--- src/rtl/microcode_sequencer.sv ---
// Micro-PC sequencer for the multicycle RISC-V core: next-address decode plus microword split.
// Optional MICROSEQ_PERF_EN adds cycle_count / instret_count performance counters.
module microcode_sequencer #(
  parameter int unsigned      UPC_W     = 4,
  parameter logic [UPC_W-1:0] HALT_ADDR = 4'd15
) (
  input  logic             clk,
  input  logic             reset,
  input  logic [6:0]       opcode,
  input  logic             zero,
  input  logic             mem_ready,
  input  logic [15:0]      uword,
  output logic [UPC_W-1:0] uaddr,
  output logic             pc_write,
  output logic             reg_write,
  output logic             mem_write,
  output logic             ir_write,
  output logic             adr_src,
  output logic [1:0]       result_src,
  output logic [1:0]       alu_src_a,
  output logic [1:0]       alu_src_b,
  output logic [1:0]       alu_op,
  output logic             illegal_op,
  output logic             halted
`ifdef MICROSEQ_PERF_EN
  ,
  output logic [31:0]      cycle_count,
  output logic [31:0]      instret_count
`endif
);

  typedef enum logic [UPC_W-1:0] {
    U_FETCH     = UPC_W'(0),
    U_DECODE    = UPC_W'(1),
    U_MEM_ADR   = UPC_W'(2),
    U_MEM_READ  = UPC_W'(3),
    U_MEM_WB    = UPC_W'(4),
    U_MEM_WRITE = UPC_W'(5),
    U_EXEC_R    = UPC_W'(6),
    U_ALU_WB    = UPC_W'(7),
    U_EXEC_I    = UPC_W'(8),
    U_JAL       = UPC_W'(9),
    U_BEQ       = UPC_W'(10),
    U_HALT      = HALT_ADDR
  } upc_t;

  typedef enum logic [2:0] {
    AC_SEQ    = 3'd0,
    AC_DISP1  = 3'd1,
    AC_DISP2  = 3'd2,
    AC_FETCH  = 3'd3,
    AC_ALU_WB = 3'd4
  } addr_ctl_t;

  localparam logic [6:0] OP_LOAD   = 7'b0000011;
  localparam logic [6:0] OP_STORE  = 7'b0100011;
  localparam logic [6:0] OP_R      = 7'b0110011;
  localparam logic [6:0] OP_I      = 7'b0010011;
  localparam logic [6:0] OP_JAL    = 7'b1101111;
  localparam logic [6:0] OP_BRANCH = 7'b1100011;

  upc_t      upc;
  upc_t      upc_next;
  addr_ctl_t addr_ctl;
  logic      active;
  logic      stall;

  always_ff @(posedge clk or posedge reset) begin
    if (reset) upc <= U_FETCH;
    else       upc <= upc_next;
  end

  assign uaddr = upc;

  always_comb begin
    upc_next   = upc;
    addr_ctl   = addr_ctl_t'(uword[2:0]);
    pc_write   = 1'b0;
    reg_write  = 1'b0;
    mem_write  = 1'b0;
    ir_write   = 1'b0;
    adr_src    = 1'b0;
    result_src = '0;
    alu_src_a  = '0;
    alu_src_b  = '0;
    alu_op     = '0;
    illegal_op = 1'b0;
    active     = (upc <= U_BEQ);
    stall      = ((upc == U_FETCH) || (upc == U_MEM_READ) || (upc == U_MEM_WRITE)) && !mem_ready;

    // Unused addresses (and halt itself) ignore the microword and fall into halt.
    if (!active) begin
      upc_next = U_HALT;
    end else begin
      adr_src    = uword[11];
      result_src = uword[10:9];
      alu_src_a  = uword[8:7];
      alu_src_b  = uword[6:5];
      alu_op     = uword[4:3];
      pc_write   = ((upc == U_BEQ) ? zero : uword[15]) && !stall;
      reg_write  = uword[14] && !stall;
      mem_write  = uword[13];
      ir_write   = uword[12] && !stall;
      if (!stall) begin
        case (addr_ctl)
          AC_SEQ:    upc_next = upc_t'(upc + UPC_W'(1));
          AC_DISP1: begin
            case (opcode)
              OP_LOAD, OP_STORE: upc_next = U_MEM_ADR;
              OP_R:              upc_next = U_EXEC_R;
              OP_I:              upc_next = U_EXEC_I;
              OP_JAL:            upc_next = U_JAL;
              OP_BRANCH:         upc_next = U_BEQ;
              default: begin
                upc_next   = U_HALT;
                illegal_op = 1'b1;
              end
            endcase
          end
          AC_DISP2: begin
            case (opcode)
              OP_LOAD:  upc_next = U_MEM_READ;
              OP_STORE: upc_next = U_MEM_WRITE;
              default: begin
                upc_next   = U_HALT;
                illegal_op = 1'b1;
              end
            endcase
          end
          AC_FETCH:  upc_next = U_FETCH;
          AC_ALU_WB: upc_next = U_ALU_WB;
          default: begin
            upc_next   = U_HALT;
            illegal_op = 1'b1;
          end
        endcase
      end
    end

    if (reset) begin
      pc_write   = 1'b0;
      reg_write  = 1'b0;
      mem_write  = 1'b0;
      ir_write   = 1'b0;
      illegal_op = 1'b0;
    end
  end

  assign halted = (upc == U_HALT) && !reset;

`ifdef MICROSEQ_PERF_EN
  always_ff @(posedge clk or posedge reset) begin
    if (reset) begin
      cycle_count   <= '0;
      instret_count <= '0;
    end else begin
      if (upc != U_HALT) cycle_count <= cycle_count + 32'd1;
      if ((upc != U_FETCH) && (upc_next == U_FETCH)) instret_count <= instret_count + 32'd1;
    end
  end
`endif

endmodule

--- config.mk ---
export PLATFORM = sky130hd
export DESIGN_NAME = microcode_sequencer
export DESIGN_NICKNAME = d
export VERILOG_FILES = /design/src/rtl/microcode_sequencer.sv
export SDC_FILE = /design/constraint.sdc
export NUM_CORES = 1
export LEC_CHECK = 0
export BUFFER_PORTS_ARGS = -buffer_cell sky130_fd_sc_hd__buf_2
export CAP_MARGIN = 40
export CORE_UTILIZATION = 36
export DETAILED_ROUTE_END_ITERATION = 8
export PLACE_DENSITY_LB_ADDON = 0.05
export SYNTH_ARGS = -nofsm -noshare
export SYNTH_HDL_FRONTEND = slang
export SYNTH_SLANG_ARGS = --single-unit
--- constraint.sdc ---
create_clock -name clk -period 1.7 [get_ports clk]
set_clock_uncertainty 0.05 [all_clocks]
set_input_delay 0.34 -clock clk [delete_from_list [all_inputs] [get_ports clk]]
set_output_delay 0.34 -clock clk [all_outputs]
set_load 0.01 [all_outputs]
==> results.yml, run 1 <==
logic_synthesis:
  synth_top_area_cell: "dfrtp_1"
  synth-seq-area-share_pct: 15.5
  synthTopCellsByArea: "dfrtp_1 16%, and2_1 11%, ha_1 7.8%"
  synth.cell_area_um2: 644
  synth-seq-cells: 4
  synthTopCellsByCount: "11 x and2_1, 7 x nor2_1, 6 x inv_1"
  syn_nets: 115
  synth_top_area_share_pct: 15.5
  synth-main-ff-cell: "dfrtp_1"
  synth.avg_cell_area_um2: 7.67
  syn_inst: 84
  yosysMostFrequentCell: "and2_1"
  synth-edff-count: 0
  synth_cell_types: 38
  async_flop_share_pct: 100
  yosysWarnings: 0
grt:
  first_global_vias: 830
  antenna_found_initial: 0
  grt_max_degree: 11
  grt.total_usage_pct: 24.0
  grt_overflow_total: 0
  grt_pass1_wl_mm: 3.41
sta:
  worst_pin_slew_ns: 0.355
  grt_setup_unrepaired: "yes"
  relSlewSlack_pct: 76.3
  final_hold_viol_count: 0
  timing.final.ws_setup_ns: -0.409
  finalSetupViolations: 19
  max_freq_mhz: 474
  finalCritPeriodShare_pct: 124
  drv_slew: 0
  period_minus_slack_ns: 2.11
pwr:
  comb_power_share_pct: 26.6
  ir_drop_uv: 434
  clockPowerShare_pct: 42.8
  power_w: 0.000314
  p_seq_share_pct: 30.5
  p_sw_w: 0.0000877
  switching_share_pct: 28.0
  internal_power_w: 0.000226
  leakagePower_nw: 0.558
  powerDensity_nw_per_um2: 278
setup_path:
  cp_max_fo: 4
  crit_required_ns: 1.31
  critPathKind: "register to primary output"
  critPathCaptureType: "primary output"
  startpoint_type: "register"
  worstPathArrival_ns: 1.72
floorplanning:
  floorplan.rows: 14
  ios: 46
  chipHeight_um: 44.3
  coreArea_um2: 1590
  dieArea_um2: 1960
  initial_core_util_pct: 40.4
  chipWidth_um: 44.3
clocking:
  clock_sinks: 4
  cts_buffer_depth: 2
  tritoncts: "done"
  cts_buffers: 3
  htreeDepth: 1
  cts_root_buf: "clkbuf_4"
  clock_latency_ns: 0.25
  path_clk_slew_ns: 0.04
detailed_routing:
  wl_met1_um: 981
  top_layer: "met4"
  drc: 0
  vias_per_cell: 5.26
  wl_met2_mm: 1.16
  vias: 920
  wl_met3_um: 159
  drt.antenna.violating_nets: 0
  drt-total-wl_mm: 2.33
  firstDrtPassIters: 4
  first_iter_violations: 30
  wire_per_inst_um: 13.3
layout:
  antenna_cells: 0
  nets: 183
  final_core_util_pct: 70.9
  fillerInstances: 144
  seqCellArea_um2: 103
  multi_input_area_um2: 559
  areaGrowthSynthToFinish_pct: 75.3
  final_cell_area_um2: 1130
  drive_above_1_share_pct: 58.9
  largest_reg_flops: 4
placement:
  place_area_um2: 1040
  pre_cts_slack_ns: -0.156
  dp_hpwl_mm: 1.80
  gp_congestion: 0.784
  io_buffer_count: 45
run_status:
  violations: "setup timing"
  run_status: "finished with violations"
job:
  maxCapViolCount: 0
min_path:
  worstHoldPathType: "input pin to register"
==> per-stage QoR <==
stage / setup TNS [ns] / std cells / hold WS [ns]
2_1_floorplan: -0.0557 / 84 / 0.0828
3_3_place_gp: -0.757 / 167 / 0.236
3_5_place_dp: -1.43 / 167 / 0.235
4_1_cts: -5.46 / 174 / 0.382
5_1_grt: -6.18 / 175 / 0.414
6_report: -5.13 / 175 / 0.395
==> routing by layer <==
metal / vias up / track usage [%]
met5: - / 0
met4: 0 / 3.64
met3: 8 / 7.35
met2: 48 / 43.2
met1: 420 / 28.4
li1: 444 / -
==> final timing paths <==
check | from | to | depth (start not counted) | slack, ns
max | uaddr[1] | pc_write | 7 | -0.41
min | uword[0] | uaddr[3] | 2 | 0.39
max reg2reg | uaddr[1] | uaddr[3] | 8 | -0.17
min reg2reg | uaddr[2] | uaddr[2] | 3 | 0.74
max in group asynchronous | reset | uaddr[1] | 3 | 0.80
min in group asynchronous | reset | uaddr[0] | 3 | 0.60
==> power by group through the flow <==
stage	Clock (W)	Combinational [W]	Sequential, W
6_report	0.000134	0.0000835	0.0000957
5_1_grt	0.000142	0.0000917	0.0000955
4_1_cts	0.000135	0.0000819	0.0000957
3_5_place_dp	0	0.0000794	0.0000969
3_3_place_gp	0	0.0000767	0.0000969
2_1_floorplan	0	0.0000332	0.0000969
==> worst max-delay path, cell delays in order, from the launching register on <==
cell and delay (ns):
dfrtp_2 0.43, inv_2 0.10, ha_4 0.15, nor2b_4 0.04
or4_4 0.48, nand3_2 0.09, nor2_1 0.05, buf_2 0.13
==> area by class of cell <==
class                   count  area share (%)
flip-flops and latches      4            9.08
repair buffers             66            34.4
multi-input cells          71            49.5
well taps                  24            2.66
clock buffers               4            2.33
inverters                   6            1.99
==> cells by family (layout without fill, tap and decap cells) <==
kind of cell	Yosys count	in the layout	synth area share, %
xor gates and xnor gates	2	2	2.72
adders and majority gates	4	4	7.77
buffers and inverters	9	76	6.60
and+or+nand+nor	43	43	44.1
muxes	1	1	1.55
AOI/OAI and AO/OA	21	21	21.7
DFF	4	4	15.5
==> timing repair <==
item,4_1_cts,5_1_grt
setup buffers,2,1
pin swaps,1,1
hold buffers,1,0
resized for setup,3,7
setup endpoints to repair,18,19
endpoints found under the hold margin,4,0
==> placed cells by master, fill, tap and decap left out, types with 2 or more instances in the layout <==
master / count
o21ai_0: 3
and2_1: 11
nand2_1: 3
a31oi_1: 2
dfrtp_2: 2
buf_4: 19
nor2_1: 5
ha_1: 2
nor3_2: 2
xnor2_1: 2
dfrtp_1: 2
nand3_2: 2
nand3b_1: 2
and3_1: 2
buf_2: 45
a22oi_1: 2
inv_1: 4
inv_2: 2
nand3_1: 2
a21oi_1: 3
clkbuf_4: 3
Power figures use the tool's default switching activity.
==> run 2: changes to the inputs <==
--- a/config.mk
+++ b/config.mk
@@ -7,6 +7,7 @@
 export LEC_CHECK = 0
 export BUFFER_PORTS_ARGS = -buffer_cell sky130_fd_sc_hd__buf_2
 export CAP_MARGIN = 40
+export CORE_ASPECT_RATIO = 0.75
 export CORE_UTILIZATION = 36
 export DETAILED_ROUTE_END_ITERATION = 8
 export PLACE_DENSITY_LB_ADDON = 0.05
==> run 2 against run 1 <==
The run still ends with setup timing left. Utilization is 3.0 points higher. Worst setup slack worse by 0.018 ns. Flip-flop and latch count stayed put. Routed wire length is 2.1% higher. Non-clock buffer count is 1 higher. Cell area is 3.1% higher. Sequential share of layout area is 0.27 points lower. Via count is 2.6% lower. Critical path type unchanged. Critical endpoint unchanged. Largest power group unchanged.
==> results.yml, run 2 (synthesis results as in run 1) <==
detailed_routing:
  first_iter_violations: 37
  vias: 896
  drt-total-wl_mm: 2.37
  firstDrtPassIters: 4
  drt.antenna.violating_nets: 0
  vias_per_cell: 5.18
  wire_per_inst_um: 13.7
  drc: 0
sta:
  timing.setup.tns_ns: -4.74
  relSlewSlack_pct: 69.2
  grt_setup_unrepaired: "yes"
  worst_pin_slew_ns: 0.460
  max_freq_mhz: 470
  drv_slew: 0
  final_hold_viol_count: 0
  finalCritPeriodShare_pct: 125
  whs_ns: 0.375
  period_minus_slack_ns: 2.13
  timing.final.ws_setup_ns: -0.426
  finalSetupViolations: 18
grt:
  grt_pass1_wl_mm: 3.55
  antenna_found_initial: 0
  grt_max_degree: 11
  first_global_vias: 788
  grt.total_usage_pct: 25.5
  grt_overflow_total: 0
clocking:
  clock_sinks: 4
  clock_latency_ns: 0.26
  cts_buffer_depth: 2
  cts_root_buf: "clkbuf_4"
  cts_buffers: 3
  path_clk_slew_ns: 0.05
  tritoncts: "done"
  htreeDepth: 1
layout:
  largest_reg_flops: 4
  final_cells: 173
  drive_above_1_share_pct: 59.9
  final_cell_mix: "45 x buf_2, 19 x buf_4, 11 x and2_1, 6 x nor2_1, 4 x inv_1"
  final_core_util_pct: 73.9
  final_common_cell: "buf_2"
  antenna_cells: 0
  nets: 184
  areaGrowthSynthToFinish_pct: 80.8
pwr:
  powerDensity_nw_per_um2: 286
  internal_power_w: 0.000226
  comb_power_share_pct: 25.8
  ir_drop_uv: 392
  p_sw_w: 0.000107
  p_seq_share_pct: 28.6
  leakagePower_nw: 0.562
  switching_share_pct: 32.1
  clockPowerShare_pct: 45.6
setup_path:
  critical-path-top-delay-family: "simple AND/OR/NAND/NOR gates"
  slowest_delay_ns: 0.45
  critPathCaptureType: "primary output"
  startpoint_type: "register"
  critPathKind: "register to primary output"
  worstPathArrival_ns: 1.74
  crit_required_ns: 1.31
  cp_max_fo: 5
  cp_slowest_cell: "dfrtp_2"
  crit_chain: "inv_2, ha_1, nor3_2, or4_4, nand3_4, nor2_1, buf_2"
  crit_buf_inv: 2
placement:
  pre_cts_slack_ns: -0.138
  io_buffer_count: 45
  dp.cells: 164
  gp_congestion: 0.846
  dp_hpwl_mm: 1.83
floorplanning:
  dieArea_um2: 1960
  chipHeight_um: 38.6
  chipWidth_um: 50.9
  coreArea_um2: 1580
  ios: 46
  initial_core_util_pct: 40.9
  floorplan.rows: 12
run_status:
  violations: "setup timing"
  run_status: "finished with violations"
min_path:
  worstHoldPathType: "input pin to register"
job:
  maxCapViolCount: 0
## run 2: path summary, 6_finish.rpt
check | cells after the start | startpoint | slack (ns) | to
worst max-delay path | 7 | uaddr[0] | -0.43 | pc_write
worst min-delay path | 2 | uword[0] | 0.38 | uaddr[3]
worst max register to register | 8 | uaddr[0] | -0.16 | uaddr[3]
worst min register to register | 3 | uaddr[2] | 0.75 | uaddr[2]
max in group asynchronous | 3 | reset | 0.75 | uaddr[1]
min in group asynchronous | 3 | reset | 0.65 | uaddr[0]
## run 2: cell type report
class | instances | area [µm²]
inverters | 6 | 22.5
multi-input cells | 71 | 587
clock buffers | 4 | 26.3
well taps | 21 | 26.3
repair buffers | 67 | 400
flip-flops and latches | 4 | 103
fillers | 130 | 412
## run 2: worst reg2reg max path: stages (launching register included)
cell,delay (ns)
dfrtp_2,0.45
inv_2,0.09
ha_1,0.16
nor3_2,0.06
or4_4,0.45
buf_4,0.16
buf_6,0.11
o221ai_1,0.06
o311ai_1,0.13
## run 2: power by group through the flow
stage	clock network, W	logic (W)	registers [W]
6_report	0.000152	0.0000859	0.0000954
5_1_grt	0.000153	0.0000953	0.0000954
4_1_cts	0.000153	0.0000824	0.0000954
3_5_place_dp	0	0.0000793	0.0000969
3_3_place_gp	0	0.0000764	0.0000969
2_1_floorplan	0	0.0000332	0.0000969
## run 2: layer usage
layer | global-route usage, % | vias up | wire [µm]
li1 | - | 441 | -
met5 | 0 | - | 0
met3 | 9.02 | 2 | 247
met2 | 40.0 | 53 | 1040
met1 | 33.7 | 400 | 1070
met4 | 5.56 | 0 | 10
## run 2: metrics by stage
stage	area [µm²]	power [W]
final	1160	0.000333
after global routing	1160	0.000344
after CTS	1110	0.000331
after detailed placement	1030	0.000176
after global placement	1030	0.000173
after floorplan	674	0.000130
## run 2: timing repair
action	4_1_cts	5_1_grt
gates resized for setup	6	8
buffers inserted	3	1
endpoints found under the hold margin	4	0
hold buffers	1	0
endpoints found under the setup margin	18	19
pin swaps	1	4
